--- src/rtl/mem_access_stage.sv ---
// mem_access_stage: memory stage of the core plus the MEM/WB pipeline register.
// Issues loads/stores over a req/gnt/rvalid handshake, holds the pipeline while an
// access is outstanding, places store data on byte lanes and extracts load data.
module mem_access_stage #(
  parameter int WIDTH    = 32,
  parameter int REG_ADDR = 5
) (
  input  logic                clk,
  input  logic                rst,
  input  logic                ValidM,
  input  logic                MemReadM,
  input  logic                MemWriteM,
  input  logic [2:0]          Funct3M,
  input  logic [WIDTH-1:0]    ALUResultM,
  input  logic [WIDTH-1:0]    WriteDataM,
  input  logic [WIDTH-1:0]    PCPlus4M,
  input  logic [REG_ADDR-1:0] RdM,
  input  logic                RegWriteM,
  input  logic [1:0]          ResultSrcM,
  output logic                mem_req,
  output logic                mem_we,
  output logic [WIDTH-1:0]    mem_addr,
  output logic [WIDTH-1:0]    mem_wdata,
  output logic [3:0]          mem_be,
  input  logic                mem_gnt,
  input  logic                mem_rvalid,
  input  logic [WIDTH-1:0]    mem_rdata,
  output logic                StallM,
  output logic                MisalignM,
  output logic [WIDTH-1:0]    ReadDataW,
  output logic [WIDTH-1:0]    ALUResultW,
  output logic [WIDTH-1:0]    PCPlus4W,
  output logic [REG_ADDR-1:0] RdW,
  output logic                RegWriteW,
  output logic [1:0]          ResultSrcW
);

  typedef enum logic [1:0] {IDLE, REQ, WAIT} state_t;

  state_t           state, state_nxt;
  logic             is_mem, size_b, size_h, misal, acc, is_store, done, load_issue;
  logic [1:0]       off;
  logic [3:0]       be_raw;
  logic [WIDTH-1:0] wdata_raw, rd_fmt;
  logic [1:0]       off_p0;
  logic [2:0]       f3_p0;

  // Byte/half extraction with sign or zero extension; anything else returns the word.
  function automatic logic [WIDTH-1:0] fmt_load(input logic [WIDTH-1:0] raw,
                                                input logic [2:0] f3,
                                                input logic [1:0] o);
    logic [7:0]         b;
    logic [15:0]        h;
    logic signed [7:0]  bs;
    logic signed [15:0] hs;
    logic signed [WIDTH-1:0] ext;
    b  = 8'(raw >> {o, 3'b000});
    h  = o[1] ? raw[31:16] : raw[15:0];
    bs = signed'(b);
    hs = signed'(h);
    case (f3)
      3'b000:  begin ext = WIDTH'(bs); return unsigned'(ext); end
      3'b001:  begin ext = WIDTH'(hs); return unsigned'(ext); end
      3'b100:  return WIDTH'(b);
      3'b101:  return WIDTH'(h);
      default: return raw;
    endcase
  endfunction

  assign off      = ALUResultM[1:0];
  assign size_b   = (Funct3M == 3'b000) || (Funct3M == 3'b100);
  assign size_h   = (Funct3M == 3'b001) || (Funct3M == 3'b101);
  // Reset masks the request path so nothing is issued or stalled during the reset cycle.
  assign is_mem   = ~rst & ValidM & (MemReadM | MemWriteM);
  assign misal    = size_h ? off[0] : (~size_b & (off != 2'b00));
  assign acc      = is_mem & ~misal;
  assign is_store = MemWriteM;

  assign MisalignM = is_mem & misal;
  assign StallM    = acc & ~done;

  assign be_raw    = size_b ? (4'b0001 << off) : size_h ? (4'b0011 << off) : 4'b1111;
  assign wdata_raw = size_b ? {(WIDTH/8){WriteDataM[7:0]}} :
                     size_h ? {(WIDTH/16){WriteDataM[15:0]}} : WriteDataM;

  // Address/data come straight from the MEM register, which StallM keeps frozen in REQ.
  assign mem_addr   = {ALUResultM[WIDTH-1:2], 2'b00};
  assign mem_wdata  = wdata_raw;
  assign mem_we     = mem_req & is_store;
  assign mem_be     = mem_req ? be_raw : 4'b0000;
  assign load_issue = mem_req & mem_gnt & ~is_store;

  // Only a response arriving in WAIT is meaningful; stray rvalid never reaches W.
  assign rd_fmt = (state == WAIT) ? fmt_load(mem_rdata, f3_p0, off_p0) : '0;

  // Handshake next-state and request/done decode.
  always_comb begin
    state_nxt = state;
    mem_req   = 1'b0;
    done      = 1'b0;
    case (state)
      IDLE: begin
        mem_req = acc;
        if (acc) begin
          if (mem_gnt) begin
            if (is_store) done = 1'b1;
            else          state_nxt = WAIT;
          end else begin
            state_nxt = REQ;
          end
        end
      end
      REQ: begin
        mem_req = ~rst;
        if (mem_gnt) begin
          if (is_store) begin
            done      = 1'b1;
            state_nxt = IDLE;
          end else begin
            state_nxt = WAIT;
          end
        end
      end
      WAIT: begin
        if (mem_rvalid) begin
          done      = 1'b1;
          state_nxt = IDLE;
        end
      end
      default: state_nxt = IDLE;
    endcase
  end

  // Handshake state register.
  always_ff @(posedge clk) begin
    if (rst) state <= IDLE;
    else     state <= state_nxt;
  end

  // ---- request -> response boundary: capture lane and size when a load is accepted ----
  always_ff @(posedge clk) begin
    if (load_issue) begin
      off_p0 <= off;
      f3_p0  <= Funct3M;
    end
  end

  // ---- MEM/WB boundary: commit when not stalled, insert a bubble while stalled ----
  always_ff @(posedge clk) begin
    if (rst) begin
      ReadDataW  <= '0;
      ALUResultW <= '0;
      PCPlus4W   <= '0;
      RdW        <= '0;
      RegWriteW  <= 1'b0;
      ResultSrcW <= '0;
    end else if (StallM) begin
      RegWriteW  <= 1'b0;
    end else begin
      ReadDataW  <= rd_fmt;
      ALUResultW <= ALUResultM;
      PCPlus4W   <= PCPlus4M;
      RdW        <= RdM;
      RegWriteW  <= ValidM & RegWriteM & ~MisalignM;
      ResultSrcW <= ResultSrcM;
    end
  end

endmodule
--- config.mk ---
export PLATFORM = sky130hd
export DESIGN_NAME = mem_access_stage
export DESIGN_NICKNAME = d
export VERILOG_FILES = /design/src/rtl/mem_access_stage.sv
export SDC_FILE = /design/constraint.sdc
export NUM_CORES = 1
export LEC_CHECK = 0
export ABC_AREA = 1
export CAP_MARGIN = 20
export CORE_AREA = 2 2 124 126
export DETAILED_ROUTE_END_ITERATION = 16
export DIE_AREA = 0 0 126 128
export GPL_ROUTABILITY_DRIVEN = 0
export PLACE_DENSITY = 0.76
export SLEW_MARGIN = 20
export SYNTH_ARGS = -nofsm -noshare
export SYNTH_HDL_FRONTEND = slang
export SYNTH_SLANG_ARGS = --single-unit
--- constraint.sdc ---
create_clock -name clk -period 2.2 [get_ports clk]
set_clock_uncertainty 0.05 [all_clocks]
set_input_delay 0.44 -clock clk [delete_from_list [all_inputs] [get_ports clk]]
set_output_delay 0.44 -clock clk [all_outputs]
set_load 0.05 [all_outputs]
==> run metrics <==
status=completed; HPWL after DPL=14.2 mm; EDFF count, synth=5; Ys Warns=0; sequential share of the synthesized area=41.4%; Finished Layout Cells=1292; Final Setup Violations=0; Static Leak=4.24 nW; FF/Latch Area=2270 um2; top post-synthesis cells by area=dfxtp_1 39%, nor2_1 15%, o21ai_0 9.9%; TritonCTS Buffers=9; Die Y=128 um; vias in the first global route=5903; Yosys reg bits=111; Die X=126 um; Worst Max-Slew Pin Slew=0.948 ns; # Max-Cap Violations=0; fin. max-slew vios=0; Synth cell types=30; Final period util=97.6%; Slew HR=36.8%; Worst Path Arrival=1.66 ns; Crit Path Max Fanout=2; clock transition at the registers of the reported paths=0.07 ns; Final nets=1249; via count=6176; CP Capture Type=primary output; Post-synth top cells=226 x nor2_1, 124 x nand2_1, 109 x o21ai_0, 106 x dfxtp_1, 45 x a21oi_1; r2r startpoint=state[1]; initial antenna violation count=0; IO Pins=322; maximum root-to-sink buffer count=2; CP Launch Point=ALUResultM[0]; Antenna Diode Count=0; Setup crit start kind=input pin; VDD IR max=385 uV; placed inst area=9390 um2; Routed WL=19.3 mm; Non-Filler Cell Area, Final=9810 um2; ys async rst share=0%; root buf cell=clkbuf_16; CTS Sinks=111; Hold Vio Cnt, Final=0; fillers=1289; number of detailed-route iterations in the first pass=6; first-pass GRT wire length=29.8 mm; gr ovfl total=0; P per Cell Area=608 nW/um2; shortest period the worst path allows=2.15 ns; Initial Util=36.9%; Hold Path Origin=Funct3M[0]; Multi-input gate area=2570 um2; area leader, netlist=dfxtp_1; count leader, synth=nor2_1; DR DRC count=0; top-area cell type share of the netlist area=38.7%; Crit Path Class=input pin to primary output; Placed Cells=1268; fmax=466 MHz; synthesized cell area=5490 um2; H-tree Lvls=3; core area=14900 um2; Area growth syn-to-layout=78.9%; Critical Path RT=1.71 ns; CTS tree=done; syn_area_per_cell=6.88 um2; vias per inst=4.78; post-synthesis cell count=798; Top FF cell, synth=dfxtp_1; Hold Crit Class=input pin to flop; largest net degree at the start of global routing=105; GRT Total Usage=22.6%; Port-buffer cells=319; Die ar.=16100 um2; # rows=45; Skew-Pair Late Insertion Delay=0.34 ns; wire per inst=14.9 um; layout cells sized above 1=16.6%; Final ANT Viol Nets=0; Iteration-0 DRC Markers=443
[registers in the layout, indices dropped and copies added (netlist names)]
register,flops
ALUResultW,32
PCPlus4W,32
ReadDataW,32
RdW,5
f3_p0,3
ResultSrcW,2
off_p0,2
state,2
RegWriteW,1
[through the flow]
stage               worst slack (ns)  utilization (%)  TNS, ns  hold WS (ns)  total power [mW]
floorplan                     -0.207                -    -1.56         0.459              3.31
global placement              -0.381             63.2   -28.19         0.424              4.21
detailed placement            -0.415             63.2   -32.67         0.432              4.22
CTS                          0.00733             65.5        0         0.403              6.02
global route                -0.00872             66.0  -0.0140         0.344              6.22
finish                        0.0524             66.0        0         0.343              5.97
[power breakdown]
group | leakage, nW | switching, mW | internal [mW]
Sequential | 0.921 | 0.0531 | 2.13
Clock | 0.156 | 0.753 | 1.01
Combinational | 3.16 | 1.16 | 0.857
[cells by family (layout without fill, tap and decap cells)]
group | after synthesis | count (layout) | share of synthesized area, %
AND/OR/NAND/NOR | 379 | 379 | 27.3
AO/OA/AOI/OAI | 175 | 175 | 16.5
buffers and inverters | 128 | 433 | 13.9
flip-flops | 111 | 111 | 41.4
adder cells (fa/ha/maj) | 4 | 4 | 0.912
other | 1 | 2 | 0.0683
[cell type report]
type                    count  area share (%)
clock buffers              11            2.37
repair buffers            375            43.2
inverters                  42            1.76
multi-input cells         560            26.2
clock inverters             5           0.905
flip-flops and latches    111            23.2
well taps                 188            2.40
[timing repair]
item	CTS	global route
buffers inserted	3	5
setup endpoints to repair	32	15
gates resized for setup	23	16
pin swaps	7	7
hold buffers	0	0
[worst paths after layout]
path                  endpoint  slack, ns  cells after the start
hold reg to reg   ReadDataW[4]       0.44                      2
hold / removal        f3_p0[0]       0.34                      2
setup / recovery     mem_be[0]       0.05                     13
setup reg to reg      f3_p0[2]       0.48                      8
[placed cells by master, fill, tap and decap left out, drive strengths merged, types with 5 or more instances in the layout]
| cell | Yosys | final |
|---|---|---|
| dfxtp | 106 | 106 |
| a21oi | 45 | 45 |
| o21ai | 119 | 119 |
| buf | 62 | 131 |
| nand2 | 129 | 129 |
| edfxtp | 5 | 5 |
| clkdlybuf4s50 | 0 | 238 |
| inv | 40 | 40 |
| clkbuf | 24 | 12 |
| nand3 | 19 | 19 |
| nor2 | 227 | 227 |
| o211ai | 7 | 7 |
[per-layer routing]
| layer | up-vias | global-route usage [%] | part of all wire, % |
|---|---|---|---|
| li1 | 3108 | - | - |
| met1 | 2790 | 28.5 | 41 |
| met2 | 248 | 36.8 | 48 |
| met3 | 30 | 6.93 | 8.2 |
| met4 | 0 | 8.08 | 2.4 |
| met5 | - | 0 | 0 |
[critical path, cell delays in order]
cell and delay [ns]:
buf_6 0.10, inv_4 0.06, ha_4 0.12, inv_2 0.04, nand2_2 0.05, nand2_2 0.06, nor2_4 0.13, nand2_4 0.08
nand2_8 0.08, clkinvlp_4 0.09, buf_6 0.13, a21oi_4 0.12, buf_12 0.15
Note: power is estimated with default switching activity, not from simulation.
